## config.mk

```make
export PLATFORM = sky130hd
export DESIGN_NAME = audio_out_fifo_flat
export DESIGN_NICKNAME = d
export VERILOG_FILES = /design/src/rtl/audio_out_fifo_if.sv /design/src/rtl/audio_out_fifo.sv /design/src/flat_wrapper.sv
export SDC_FILE = /design/constraint.sdc
export NUM_CORES = 1
export LEC_CHECK = 0
export ABC_AREA = 1
export CAP_MARGIN = 20
export CORE_MARGIN = 2
export CORE_UTILIZATION = 59
export DETAILED_ROUTE_END_ITERATION = 8
export GPL_TIMING_DRIVEN = 0
export MAX_ROUTING_LAYER = met4
export PLACE_DENSITY = 0.78
export RECOVER_POWER = 100
export SYNTH_ARGS = -nofsm -noshare
export SYNTH_HDL_FRONTEND = slang
export SYNTH_SLANG_ARGS = --single-unit
```

## constraint.sdc

```tcl
create_clock -name clk -period 3.9 [get_ports clk]
set_input_delay 0.78 -clock clk [delete_from_list [all_inputs] [get_ports clk]]
set_output_delay 0.78 -clock clk [all_outputs]
set_load 0.02 [all_outputs]
```

## src/rtl/audio_out_fifo_if.sv

```systemverilog
// Sample path between the register file (master) and the audio output FIFO (slave).
// The master drives R6_audio/R14_flag and reads R13_flag plus the DAC-facing outputs.
interface audio_out_fifo_if #(
  parameter int DATA_W = 11
);
  logic [DATA_W-1:0] sample_in;
  logic              push_flag;
  logic              full_flag;
  logic [DATA_W-1:0] audio_out;
  logic              audio_valid;

  modport master (
    output sample_in,
    output push_flag,
    input  full_flag,
    input  audio_out,
    input  audio_valid
  );

  modport slave (
    input  sample_in,
    input  push_flag,
    output full_flag,
    output audio_out,
    output audio_valid
  );
endinterface

```

## src/rtl/audio_out_fifo.sv

```systemverilog
// Audio output FIFO: captures one sample per rising edge of the push strobe and
// releases one sample per CLK_DIV clocks to the DAC, with sticky overflow/underrun.
module audio_out_fifo #(
  parameter int DATA_W  = 11,
  parameter int DEPTH   = 16,
  parameter int CLK_DIV = 2268
) (
  input  logic                   clk,
  input  logic                   rst,
  audio_out_fifo_if.slave        bus,
  input  logic                   clr_err,
  output logic [$clog2(DEPTH):0] level,
  output logic                   overflow,
  output logic                   underrun
);

  localparam int PW = $clog2(DEPTH);
  localparam int LW = PW + 1;
  localparam int CW = $clog2(CLK_DIV);

  logic [DATA_W-1:0] mem [DEPTH];
  logic [PW-1:0]     wr_ptr;
  logic [PW-1:0]     rd_ptr;
  logic [CW-1:0]     tick_cnt;
  logic              push_q;

  logic              push_req;
  logic              tick;
  logic              is_full;
  logic              is_empty;
  logic              pop;
  logic              push_ok;
  logic              drop;
  logic [LW-1:0]     level_next;

  assign push_req = bus.push_flag & ~push_q;
  assign tick     = (tick_cnt == CW'(CLK_DIV - 1));
  assign is_full  = (level == LW'(DEPTH));
  assign is_empty = (level == '0);
  assign pop      = tick & ~is_empty;
  // A full FIFO still accepts a push when the same cycle pops the head.
  assign push_ok  = push_req & (~is_full | pop);
  assign drop     = push_req & is_full & ~pop;

  always_comb begin
    level_next = level;
    case ({push_ok, pop})
      2'b10:   level_next = level + LW'(1);
      2'b01:   level_next = level - LW'(1);
      default: level_next = level;
    endcase
  end

  always_ff @(posedge clk or negedge rst) begin
    if (!rst) begin
      push_q          <= 1'b0;
      tick_cnt        <= '0;
      wr_ptr          <= '0;
      rd_ptr          <= '0;
      level           <= '0;
      bus.full_flag   <= 1'b0;
      bus.audio_out   <= '0;
      bus.audio_valid <= 1'b0;
      overflow        <= 1'b0;
      underrun        <= 1'b0;
    end else begin
      push_q          <= bus.push_flag;
      tick_cnt        <= tick ? '0 : tick_cnt + CW'(1);
      if (push_ok)
        wr_ptr <= wr_ptr + PW'(1);
      if (pop) begin
        rd_ptr        <= rd_ptr + PW'(1);
        bus.audio_out <= mem[rd_ptr];
      end
      level           <= level_next;
      bus.full_flag   <= (level_next == LW'(DEPTH));
      bus.audio_valid <= pop;
      // Error set takes priority over a simultaneous clear.
      overflow        <= drop | (overflow & ~clr_err);
      underrun        <= (tick & is_empty) | (underrun & ~clr_err);
    end
  end

  always_ff @(posedge clk) begin
    if (push_ok)
      mem[wr_ptr] <= bus.sample_in;
  end

endmodule
```

## src/flat_wrapper.sv

```systemverilog
// flat-port wrapper written by rule: the top's interface ports become plain ports
module audio_out_fifo_flat 
#(
  parameter int DATA_W  = 11,
  parameter int DEPTH   = 16,
  parameter int CLK_DIV = 2268
)
  (clk, rst, clr_err, level, overflow, underrun, bus_sample_in, bus_push_flag, bus_full_flag, bus_audio_out, bus_audio_valid);
  audio_out_fifo_if #(.DATA_W(DATA_W)) bus_i ();
  input  logic clk;
  input  logic rst;
  input  logic clr_err;
  output logic [$clog2(DEPTH):0] level;
  output logic overflow;
  output logic underrun;
  input wire logic [$bits(bus_i.sample_in)-1:0] bus_sample_in;
  input wire logic [$bits(bus_i.push_flag)-1:0] bus_push_flag;
  output wire logic [$bits(bus_i.full_flag)-1:0] bus_full_flag;
  output wire logic [$bits(bus_i.audio_out)-1:0] bus_audio_out;
  output wire logic [$bits(bus_i.audio_valid)-1:0] bus_audio_valid;
  assign bus_i.sample_in = bus_sample_in;
  assign bus_i.push_flag = bus_push_flag;
  assign bus_full_flag = bus_i.full_flag;
  assign bus_audio_out = bus_i.audio_out;
  assign bus_audio_valid = bus_i.audio_valid;
  audio_out_fifo #(.DATA_W(DATA_W), .DEPTH(DEPTH), .CLK_DIV(CLK_DIV)) u_core (.clk(clk), .rst(rst), .bus(bus_i), .clr_err(clr_err), .level(level), .overflow(overflow), .underrun(underrun));
endmodule
```

# [Word level (Yosys, flattened, before mapping)]
# Memories as Yosys holds them, arrays and structs flattened. A register that Yosys moved wholly into a read port is not among the register bits.
# Cells that the tools add are included.
[word_totals] reg_bits=30 latchBits=0 ramBits=176 romBits=0 inputBits=15 output_inout_bits=20 word_cells=42 n_memories=1
[classes] addsub=5 mul=0 div=0 order_cmp=0 eq_ne=5 shift=0 muxes=4 bitwise_logic=16 n_reduce_logical=2
[memory_table] memory="u_core.mem" words=16 word_bits=11 rd=1 rd_ports_with_merged_regs=1 wr=1 line="audio_out_fifo.sv:21" rtl="logic [DATA_W-1:0] mem [DEPTH];"
[op_table] operator="12-bit by 1-bit adder with 12-bit output (second input constant)" count=1
[op_table] operator="12-bit == test (second input constant)" count=1
[op_table] operator="12-bit two-way mux" count=1
[op_table] operator="5-bit == test (second input constant)" count=2
[op_table] operator="5-bit one-hot mux with 2 select lines" count=1
[op_table] operator="4-bit by 1-bit adder with 4-bit output (second input constant)" count=2
[op_table] operator="1-bit bitwise AND" count=8
[op_table] operator="5-bit by 1-bit adder with 5-bit output (second input constant)" count=1
[op_table] operator="5-bit zero test" count=1
[op_table] operator="1-bit NOT" count=5
[op_table] operator="5-bit by 1-bit subtractor with 5-bit output (second input constant)" count=1
[op_table] operator="1-bit OR" count=3
[op_table] operator="2-bit by 1-bit == test with 1-bit output (second input constant)" count=1
[op_table] operator="2-bit == test (second input constant)" count=1
[op_table] operator="1-bit two-way mux" count=2
[op_table] operator="1-bit zero test" count=1

# [Logic depth before layout (Yosys ltp)]
# Gate-level depths: netlist (run 1).
[logic_depth] ltp_word=8 mapped_depth=19

# [Worst setup path after synthesis (run 1)]
# No wires, ideal clock.
[synth_path] path_type="input -> register" startpoint="input port bus_push_flag" endpoint="memory u_core.mem[11][0], enable pin" setup_ns=0.378 t_arrival_ns=2.128 required_time_ns=3.522 path_slack_ns=1.394 stages=8 n_path_buf=1 cell_sequence="inv_1 > or2_1 > buf_2 > inv_1 > nand2_1 > inv_1 > nand2_1 > nor2_1"
[synth_between] elab_chain_len=4
[synth_lines] item="from (decl)" line="flat_wrapper.sv:17" rtl="input wire logic [$bits(bus_i.push_flag)-1:0] bus_push_flag;"
[synth_lines] item="1-bit bitwise AND" line="audio_out_fifo.sv:36" rtl="assign push_req = bus.push_flag & ~push_q;"
[synth_lines] item="1-bit bitwise AND" line="audio_out_fifo.sv:42" rtl="assign push_ok = push_req & (~is_full | pop);"
[synth_lines] item="1-bit two-way mux" line="audio_out_fifo.sv:85" rtl="if (push_ok)"
[synth_lines] item="1-bit two-way mux (not written as such)" line="audio_out_fifo.sv:86" rtl="mem[wr_ptr] <= bus.sample_in;"
[synth_lines] item="to (decl)" line="audio_out_fifo.sv:21"
# Every way passes these cells.

# [Final worst setup path (run 1)]
[layout_path] startpoint="register u_core.tick_cnt[0]" endpoint="memory u_core.mem[10][8], enable pin"
[layout_between] elab_chain_len=6
[layout_lines] item="from (decl)" line="audio_out_fifo.sv:24" rtl="logic [CW-1:0] tick_cnt;"
[layout_lines] item="from (signal assigned)" line="audio_out_fifo.sv:68" rtl="tick_cnt <= tick ? '0 : tick_cnt + CW'(1);"
[layout_lines] item="12-bit == test" line="audio_out_fifo.sv:37" rtl="assign tick = (tick_cnt == CW'(CLK_DIV - 1));"
[layout_lines] item="1-bit bitwise AND" line="audio_out_fifo.sv:40" rtl="assign pop = tick & ~is_empty;"
[layout_lines] item="1-bit OR" line="audio_out_fifo.sv:42"
[layout_lines] item="1-bit bitwise AND" line="audio_out_fifo.sv:42"
[layout_lines] item="1-bit two-way mux" line="audio_out_fifo.sv:85"
[layout_lines] item="1-bit two-way mux (not written as such)" line="audio_out_fifo.sv:86"
# Every way passes these cells.

==> results.cfg, run 1 <==
[outcome]
status = finished, violations left
failed_checks = max-capacitance violations, max-slew violations

[finish]
fin_cells = 993
final_util = 0.676
seq_area_sq_um = 6310
multi_input_area_sq_um = 2240
area_delta_synth_final_pct = 13.6
drive_above_1_share = 0.0696
final_area_sq_um = 10200
fillCellCount = 1034
nets = 811
diodes = 0

[clock_network]
htreeDepth = 1
cts_root_buf = clkbuf_16
post_cts_buffers = 0
clk_pin_slew_ps = 60
cts_buffer_depth = 3
hold_buffers = 0
numCtsBuffers = 22
cts_tree = built
cts_resized = 0
clk_latency_ps = 500
clock_sinks = 217

[grt]
overflow = 0
grt_max_degree = 27
grt_pass1_vias = 6233
grt_first_pass_wirelength_mm = 34.5
antenna_found_initial = 0
grtUsageTotal = 0.296

[floorplanning]
die_x_um = 127
start_util = 0.595
coreArea_sq_um = 15000
num_rows = 45
die_h_um = 127
dieArea_sq_um = 16200
io_pins = 35

[critical_path]
required_ps = 4060
r2r_slack_ps = 640
r2r_end = u_core.mem[10][8]
start_kind = flop
cp-end-kind = flop
slowest_stage = nor2_1
r2r-start = u_core.tick_cnt[0]
critical_path_class = reg -> reg
r2r_cells = 10
path_common_cell = nand2_1
critPathMaxFanout = 9
critical_path.cell_chain = ha_1, nand2_1, nor3_1, nand3_1, nand4_1, nand2_1, inv_1, nand2_1, nor2_1, clkbuf_1
cp_data_arrival_time_ps = 3420
critical_path.max_stage_delay_ps = 570
crit_family = simple AND/OR/NAND/NOR gates
path_buf_inv = 2

[synthesis]
synthTopCellsByArea = edfxtp_1 (59%), dfrtp_1 (11%), o21ai_0 (5.1%)
yosys.area.top_type_share = 0.591
synth_edf_count = 176
synth_area_leader_cell = edfxtp_1
syn_area_sq_um = 8950
ys_warn_count = 0
synthCells = 724
synth.distinct_cells = 37
async_flop_share = 0.189
yosysSeqAreaShare = 0.705
ys_ff_latch = 217
synth_common_cells = edfxtp_1 (176), nor2_1 (121), o21ai_0 (92)
synth.avg_cell_area_sq_um = 12.4
synth_fp_nets = 746
synthFlopType = edfxtp_1
yosysMostFrequentCell = edfxtp_1

[sta]
fin_crit_ps = 3260
max_slew_margin = -0.00205
setup_viol = 0
fmax_mhz = 306
finalHoldViolCount = 0
skew_ps = 10.7
period_share = 0.837
final_max_slew_viol_count = 26
setup_tns_ps = 0
worst_slew_pin_slew_ps = 1500
rsz0062_at_grt = no
timing.hold.ws_ps = 343

[routing]
drt_drc_violations_left = 0
first_pass_iters = 5
totalWireLength_mm = 23.1
wl_per_cell_um = 23.2
drtIter0Drc = 917
vias = 6321
via_per_inst = 6.37
antenna_left = 0

[placement]
placed_cells = 947
placed_area_sq_um = 9540
post-dp-hpwl_mm = 14.7
io_buffers = 34
place_congestion = 0.933

[power]
p_per_area_nw_per_um2 = 514
vdd_ir_drop_max_uv = 419
p_leak_nw = 3.68

[flow_run]
max_cap_viol_count = 1

[worst_hold_path]
hp-class = in -> async
## area by class of cell
class                      instances  area share
timing repair buffer              41      0.0355
multi-input combinational        418       0.221
tap                              188      0.0231
clock inverter                     7     0.00591
buffer                            37      0.0142
sequential                       217       0.621
clock buffer                      33      0.0603
inverter                          52      0.0193
## metrics by stage
stage | setup slack, ps | power, mW
floorplan | 1390 | 3.07
global placement | 289 | 3.26
detailed placement | 251 | 3.28
CTS | 696 | 5.25
global route | 436 | 5.38
finish | 636 | 5.22
## registers in the layout, summed over array words and instances (netlist names)
register,count
u_core.level,5
u_core.tick_cnt,12
u_core.underrun,1
u_core.bus.audio_valid,1
u_core.bus.full_flag,1
u_core.bus.audio_out,11
u_core.push_q,1
u_core.overflow,1
u_core.mem,176
u_core.wr_ptr,4
u_core.rd_ptr,4
## kinds of logic after synthesis
| kind of cell | Yosys count | synth area share |
|---|---|---|
| xor+xnor | 8 | 0.00783 |
| simple gates | 231 | 0.121 |
| compound gates | 172 | 0.118 |
| fa+ha+maj | 7 | 0.00979 |
| flops | 217 | 0.705 |
| buf+inv | 89 | 0.0383 |
## layout by cell type, fill, tap and decap left out, types with 2 or more instances in the layout
master	n
xor2_1	8
nand4_1	7
clkinv_2	3
nor2_2	6
clkinv_1	5
nand3b_1	2
nand2_2	4
inv_2	5
o211ai_1	18
a31oi_1	11
edfxtp_1	176
or2_2	2
o22ai_1	19
nand3_1	24
nor3_1	5
clkbuf_16	23
inv_1	44
nand2_1	49
nand2_4	2
nand4_4	2
o21ai_0	93
dlygate4sd3_1	32
dfrtp_1	41
o221ai_1	27
buf_2	4
ha_1	7
nor2_1	124
clkbuf_1	50
a21oi_1	2
## layer usage
| layer | vias to the layer above | share of wire | track usage |
|---|---|---|---|
| met5 | - | 0 | - |
| met4 | 0 | 0.041 | 0.138 |
| met3 | 84 | 0.13 | 0.0666 |
| met2 | 451 | 0.46 | 0.446 |
| met1 | 3028 | 0.37 | 0.389 |
| li1 | 2758 | - | - |
## where the power goes
group	leakage (nW)	total (mW)	switching, mW	internal [mW]
combinational	1.23	0.495	0.349	0.146
sequential	2.12	2.73	0.0867	2.65
clock	0.326	1.99	0.842	1.15
## worst max-delay path by stage
stage	start	to	slack, ps	cells past startpoint
after global placement	bus_push_flag	u_core.mem[11][8]	290	9
after global routing	u_core.tick_cnt[0]	u_core.mem[1][0]	440	9
final	u_core.tick_cnt[0]	u_core.mem[10][8]	640	10
after detailed placement	bus_push_flag	u_core.mem[11][5]	250	9
after floorplan	bus_push_flag	u_core.mem[11][0]	1390	8
after CTS	u_core.tick_cnt[0]	u_core.mem[4][3]	700	9
No activity file was read; power rests on OpenSTA's default activity.
==> run 2, diff against run 1 <==
--- a/config.mk
+++ b/config.mk
@@ -8,11 +8,11 @@
 export ABC_AREA = 1
 export CAP_MARGIN = 20
 export CORE_MARGIN = 2
-export CORE_UTILIZATION = 59
+export CORE_UTILIZATION = 55
 export DETAILED_ROUTE_END_ITERATION = 8
 export GPL_TIMING_DRIVEN = 0
 export MAX_ROUTING_LAYER = met4
-export PLACE_DENSITY = 0.78
+export PLACE_DENSITY = 0.76
 export RECOVER_POWER = 100
 export SYNTH_ARGS = -nofsm -noshare
 export SYNTH_HDL_FRONTEND = slang
==> constraint.sdc (replaced) <==
create_clock -name clk -period 2.9 [get_ports clk]
set_input_delay 0.58 -clock clk [delete_from_list [all_inputs] [get_ports clk]]
set_output_delay 0.58 -clock clk [all_outputs]
set_load 0.02 [all_outputs]
==> run 2 against run 1 <==
  * The flow finishes with violations (max-capacitance violations, max-slew violations, negative setup slack)
  * Cell count rose by 2.8%
  * Die area rose by 7.0%
  * Critical path depth decreased by 1
  * Clock power rose by 43%
  * Sequential share of layout area is 1.2 points lower
  * Sequential power increased by 34%
  * Core utilization down 2.4 points
  * Fmax increased by 12%
  * Routed wire length decreased by 0.37%
  * Non-clock buffer count decreased by 3
  * Power rose by 38%
  * Combinational power is 44% higher
  * Critical endpoint is now u_core.mem[9][8]
  * Largest cell class unchanged
  * Largest power group unchanged
==> results.cfg, run 2 (synthesized netlist as in run 1, its figures left out) <==
[critical_path]
required_ps = 3040
critPathMaxFanout = 11
slowest_stage = nor2_2
cp_data_arrival_time_ps = 3050
start_kind = flop
cp-end-kind = flop
path_common_cell = nand2_1
critical_path_class = reg -> reg
critical_path.cell_chain = ha_1, nand2_1, nor3_1, nand3_2, nand4_1, nand2_1, inv_1, nand2_1, nor2_2
path_buf_inv = 1
critical_path.max_stage_delay_ps = 670
crit_family = simple AND/OR/NAND/NOR gates

[finish]
mostFrequentLayoutCell = edfxtp_1
reg_top3 = u_core.mem: 176 flops, u_core.tick_cnt: 12 flops, u_core.bus.audio_out: 11 flops
fillCellCount = 1160
area_delta_synth_final_pct = 15.8
nets = 809
drive_above_1_share = 0.0995
final_cell_mix = edfxtp_1 (176), nor2_1 (108), o21ai_0 (92)
largest_register = u_core.mem
final_util = 0.652
fin_cells = 1021
largest_register_ffs = 176

[sta]
finalHoldViolCount = 0
final_max_slew_viol_count = 34
fin_crit_ps = 2910
fmax_mhz = 344
setup_ws_ps = -10.7
max_slew_margin = -0.0289
period_share = 1.00
rsz0062_at_grt = yes
setup_viol = 4
worst_slew_pin_slew_ps = 1540
skew_ps = 23.1

[outcome]
status = finished, violations left
failed_checks = max-capacitance violations, max-slew violations, negative setup slack

[clock_network]
clk_pin_slew_ps = 60
post_cts_buffers = 0
clock_sinks = 217
clk_latency_ps = 520
numCtsBuffers = 23
cts_tree = built
htreeDepth = 1
cts_root_buf = clkbuf_16
cts_buffer_depth = 3

[placement]
post-dp-hpwl_mm = 14.6
io_buffers = 34
place_congestion = 0.901
placed_cells = 975

[flow_run]
max_cap_viol_count = 1

[routing]
vias = 6289
antenna_left = 0
wl_per_cell_um = 22.5
totalWireLength_mm = 23.0
drtIter0Drc = 957
drt_drc_violations_left = 0
first_pass_iters = 6
via_per_inst = 6.16

[floorplanning]
io_pins = 35
start_util = 0.563
num_rows = 46
coreArea_sq_um = 15900
die_h_um = 132
dieArea_sq_um = 17300
die_x_um = 132

[power]
p_per_area_nw_per_um2 = 698
p_leak_nw = 3.75
vdd_ir_drop_max_uv = 791

[grt]
grt_first_pass_wirelength_mm = 35.2
grtUsageTotal = 0.276
overflow = 0
grt_pass1_vias = 6356
grt_max_degree = 34
antenna_found_initial = 1

[worst_hold_path]
hp-class = reg -> reg
[run 2: cell count changes in the layout (fill, tap and decap cells not counted), sizes merged]
cell / previous run / this run
bufinv: 1 / 2
clkbuf: 73 / 67
diode: 0 / 1
dlygate4sd3: 32 / 33
dlymetal6s2s: 0 / 1
inv: 49 / 51
[run 2: report_power, final]
group          leakage [nW]  total [mW]  switching (mW)  internal [mW]
combinational          1.28       0.713           0.504          0.208
clock                 0.357        2.85            1.18           1.67
sequential             2.12        3.67           0.113           3.56
[run 2: metal layers]
metal | GRT usage | share of wire | vias to the layer above
met5 | - | 0 | -
met4 | 0.120 | 0.036 | 0
met3 | 0.0598 | 0.12 | 75
met2 | 0.428 | 0.48 | 390
met1 | 0.354 | 0.37 | 3068
li1 | - | - | 2756
[run 2: through the flow]
stage	hold slack [ps]	instance area [sq um]	TNS [ps]	total power, mW	setup WS [ps]
global route	559	10400	-16170	7.49	-178
CTS	464	10300	-5320	7.25	-251
finish	531	10400	-32.8	7.23	-10.7
floorplan	284	8950	0	4.13	588
global placement	507	9560	-83450	4.38	-520
detailed placement	469	9570	-93210	4.42	-619
[run 2: layout make-up]
class	count	area, sq um	area share
buffer	37	143	0.0138
clock buffer	32	609	0.0588
antenna	1	2.50	0.000242
inverter	52	196	0.0190
timing repair buffer	38	375	0.0362
clock inverter	10	119	0.0115
tap	216	270	0.0261
sequential	217	6310	0.609
multi-input combinational	418	2330	0.225
[run 2: worst min-delay path: cells and delay by family (launching register included)]
family                 cells  cell delay [ps]
buffers and inverters      1               60
DFF                        1              370
AOI/OAI and AO/OA          1               70
[run 2: what timing repair did]
| item | 4_1_cts | 5_1_grt |
|---|---|---|
| gates resized for setup | 14 | 4 |
| setup endpoints to repair | 176 | 165 |
| hold endpoints to repair | 8 | 0 |
| hold buffers | 1 | 0 |
| pin swaps | 0 | 1 |
[run 2: worst paths after layout]
check | from | end | slack, ps | depth (start not counted)
worst max-delay path | u_core.tick_cnt[0] | u_core.mem[9][8] | -10 | 9
worst min-delay path | u_core.underrun | u_core.underrun | 530 | 2
max in group asynchronous | rst | u_core.tick_cnt[11] | 450 | 3
worst min register to register | u_core.underrun | u_core.underrun | 530 | 2
worst max register to register | u_core.tick_cnt[0] | u_core.mem[9][8] | -10 | 9
min in group asynchronous | rst | u_core.wr_ptr[3] | 560 | 2
==> run 3, diff against run 2 <==
--- a/config.mk
+++ b/config.mk
@@ -5,14 +5,13 @@
 export SDC_FILE = /design/constraint.sdc
 export NUM_CORES = 1
 export LEC_CHECK = 0
-export ABC_AREA = 1
 export CAP_MARGIN = 20
 export CORE_MARGIN = 2
-export CORE_UTILIZATION = 55
+export CORE_UTILIZATION = 54
 export DETAILED_ROUTE_END_ITERATION = 8
 export GPL_TIMING_DRIVEN = 0
 export MAX_ROUTING_LAYER = met4
-export PLACE_DENSITY = 0.76
+export PLACE_DENSITY = 0.75
 export RECOVER_POWER = 100
 export SYNTH_ARGS = -nofsm -noshare
 export SYNTH_HDL_FRONTEND = slang
==> run 3 against run 2 <==
  * The flow finishes with violations (negative setup slack)
  * Sequential power about the same
  * Critical path depth decreased by 4
  * Count of clock-buffer cells in the layout increased by 2
  * Final area increased by 0.63%
  * First-iteration DRC count decreased by 56%
  * Fmax decreased by 1.6%
  * Via count decreased by 28%
  * Clock skew decreased by 13 ps
  * Critical path type unchanged
  * Highest routed layer unchanged
==> results.cfg, run 3 <==
[grt]
grt_first_pass_wirelength_mm = 27.0
use_met2 = 0.365
grt_busiest_layer = met2
use_met3 = 0.0308
grtUsageMet1 = 0.309
overflow = 0
grtUsageTotal = 0.226
grt_pass1_vias = 4550
antenna_found_initial = 0
grt_max_degree = 23

[critical_path]
required_ps = 3050
critPathMaxFanout = 11
r2r_slack_ps = -60
critical_path_class = reg -> reg
r2r_end = u_core.mem[10][8]
r2r_cells = 5
start_kind = flop
cp-end-kind = flop
r2r-start = u_core.tick_cnt[9]
cp_data_arrival_time_ps = 3100
crit_path_start = u_core.tick_cnt[9]
crit_end = u_core.mem[10][8]

[placement]
io_buffers = 34
place_congestion = 0.870
post-dp-hpwl_mm = 11.2
placed_cells = 702

[synthesis]
async_flop_share = 0.189
ys_ff_latch = 217
synth_edf_count = 176
ys_warn_count = 0
syn_area_sq_um = 8720
synthFlopType = edfxtp_1
yosysMostFrequentCell = edfxtp_1
synthCells = 443
synth_common_cells = edfxtp_1 (176), mux4_2 (55), dfrtp_1 (41)
yosys.area.top_type_share = 0.606
synth_area_leader_cell = edfxtp_1
synth.distinct_cells = 44
synth.avg_cell_area_sq_um = 19.7
synthTopCellsByArea = edfxtp_1 (61%), mux4_2 (14%), dfrtp_1 (12%)
synth_fp_nets = 465
yosysSeqAreaShare = 0.724

[routing]
drt_drc_violations_left = 0
drtIter0Drc = 423
antenna_left = 0
vias = 4502
first_pass_iters = 5
via_per_inst = 5.92
wl_per_cell_um = 23.9
totalWireLength_mm = 18.2

[sta]
skew_ps = 9.67
worst_slew_pin_slew_ps = 1340
setup_ws_ps = -56.6
period_share = 1.02
timing.hold.ws_ps = 317
rsz0062_at_grt = yes
fin_crit_ps = 2960
setup_viol = 29
finalHoldViolCount = 0
fmax_mhz = 338
max_slew_margin = 0.105
final_max_slew_viol_count = 0

[power]
vdd_ir_drop_max_uv = 520
total_power_mw = 7.33
p_leak_nw = 3.49
p_per_area_nw_per_um2 = 703

[finish]
drive_above_1_share = 0.305
fillCellCount = 1031
diodes = 0
largest_register = u_core.mem
nets = 551
mostFrequentLayoutCell = edfxtp_1
final_cell_mix = edfxtp_1 (176), mux4_2 (55), dfrtp_1 (41)
largest_register_ffs = 176
area_delta_synth_final_pct = 19.5
reg_top3 = u_core.mem: 176 flops, u_core.tick_cnt: 12 flops, u_core.bus.audio_out: 11 flops
fin_cells = 761

[flow_run]
max_cap_viol_count = 0

[clock_network]
clk_pin_slew_ps = 60
numCtsBuffers = 23
cts_tree = built
htreeDepth = 1
clock_sinks = 217
cts_buffer_depth = 3
cts_root_buf = clkbuf_16
clk_latency_ps = 490

[outcome]
failed_checks = negative setup slack
status = finished, violations left

[floorplanning]
start_util = 0.551
io_pins = 35
num_rows = 46
die_x_um = 131
coreArea_sq_um = 15800
dieArea_sq_um = 17200
die_h_um = 131

[worst_hold_path]
hp-class = in -> async
==> run 3: cell types whose count changed in the layout (fill, tap and decap cells not counted), sizes merged, moves of 21 or more <==
cell / delta
buf: +29
clkdlybuf4s50: +21
dlygate4sd3: -22
inv: -41
mux4: +55
nand2: -41
nor2: -106
o21ai: -88
o221ai: -27
==> run 3: how the worst min path moves through the flow <==
stage                                  start                 endpoint  slack, ps  cells past startpoint
after floorplan                          rst  u_core.bus.audio_out[0]        280                      0
after global placement    u_core.tick_cnt[9]       u_core.tick_cnt[9]        490                      1
after detailed placement  u_core.tick_cnt[9]       u_core.tick_cnt[9]        500                      1
after CTS                                rst       u_core.tick_cnt[8]         80                      1
after global routing                     rst       u_core.tick_cnt[8]        380                      1
final                                    rst       u_core.tick_cnt[8]        320                      1
==> run 3: cell families after synthesis <==
logic type | synth area share
muxes | 0.167
and+or+nand+nor | 0.0581
adders and majority gates | 0.0100
buffers and inverters | 0.0138
DFF | 0.724
AOI/OAI and AO/OA | 0.0102
xor gates and xnor gates | 0.0171
==> run 3: repair_timing <==
| action | 4_1_cts | 5_1_grt |
|---|---|---|
| setup endpoints to repair | 150 | 150 |
| pin swaps | 4 | 8 |
| buffers inserted | 5 | 13 |
| hold buffers | 0 | 0 |
| hold endpoints to repair | 0 | 0 |
| resized for setup | 20 | 20 |
==> run 3: per-layer routing <==
layer  up-vias  share of wire
met3        39          0.054
met2       162           0.52
met4         0          0.024
li1       1945              -
met5         -              0
met1      2356           0.40
==> run 3: metrics by stage <==
stage	instance area, sq um	util	setup WS, ps	setup TNS (ps)
2_1_floorplan	8720	-	-120	-5370
3_3_place_gp	9330	0.590	-1760	-126160
3_5_place_dp	9460	0.597	-788	-72520
4_1_cts	10300	0.648	-151	-4020
5_1_grt	10400	0.658	-185	-5650
6_report	10400	0.658	-56.6	-1150
==> run 3: worst max-delay path: stages, from the launching register on <==
cell     delay (ps)
dfrtp_1         390
or4b_4          590
nor3_4          350
o21ai_2         270
nor3b_1         510
and2_2          490
==> run 3: layout make-up <==
cell class	count	area [sq um]	area share
Inverter	10	37.5	0.00360
Buffer	19	85.1	0.00816
Timing Repair Buffer	61	548	0.0526
Sequential cell	217	6310	0.606
Multi-Input combinational cell	197	2460	0.236
Tap cell	216	270	0.0259
Clock buffer	34	627	0.0601
Clock inverter	7	86.3	0.00828
==> run 3: power by group <==
group / switching [mW] / internal, mW / total (mW)
Clock: 1.10 / 1.67 / 2.77
Sequential: 0.122 / 3.56 / 3.68
Combinational: 0.529 / 0.344 / 0.873
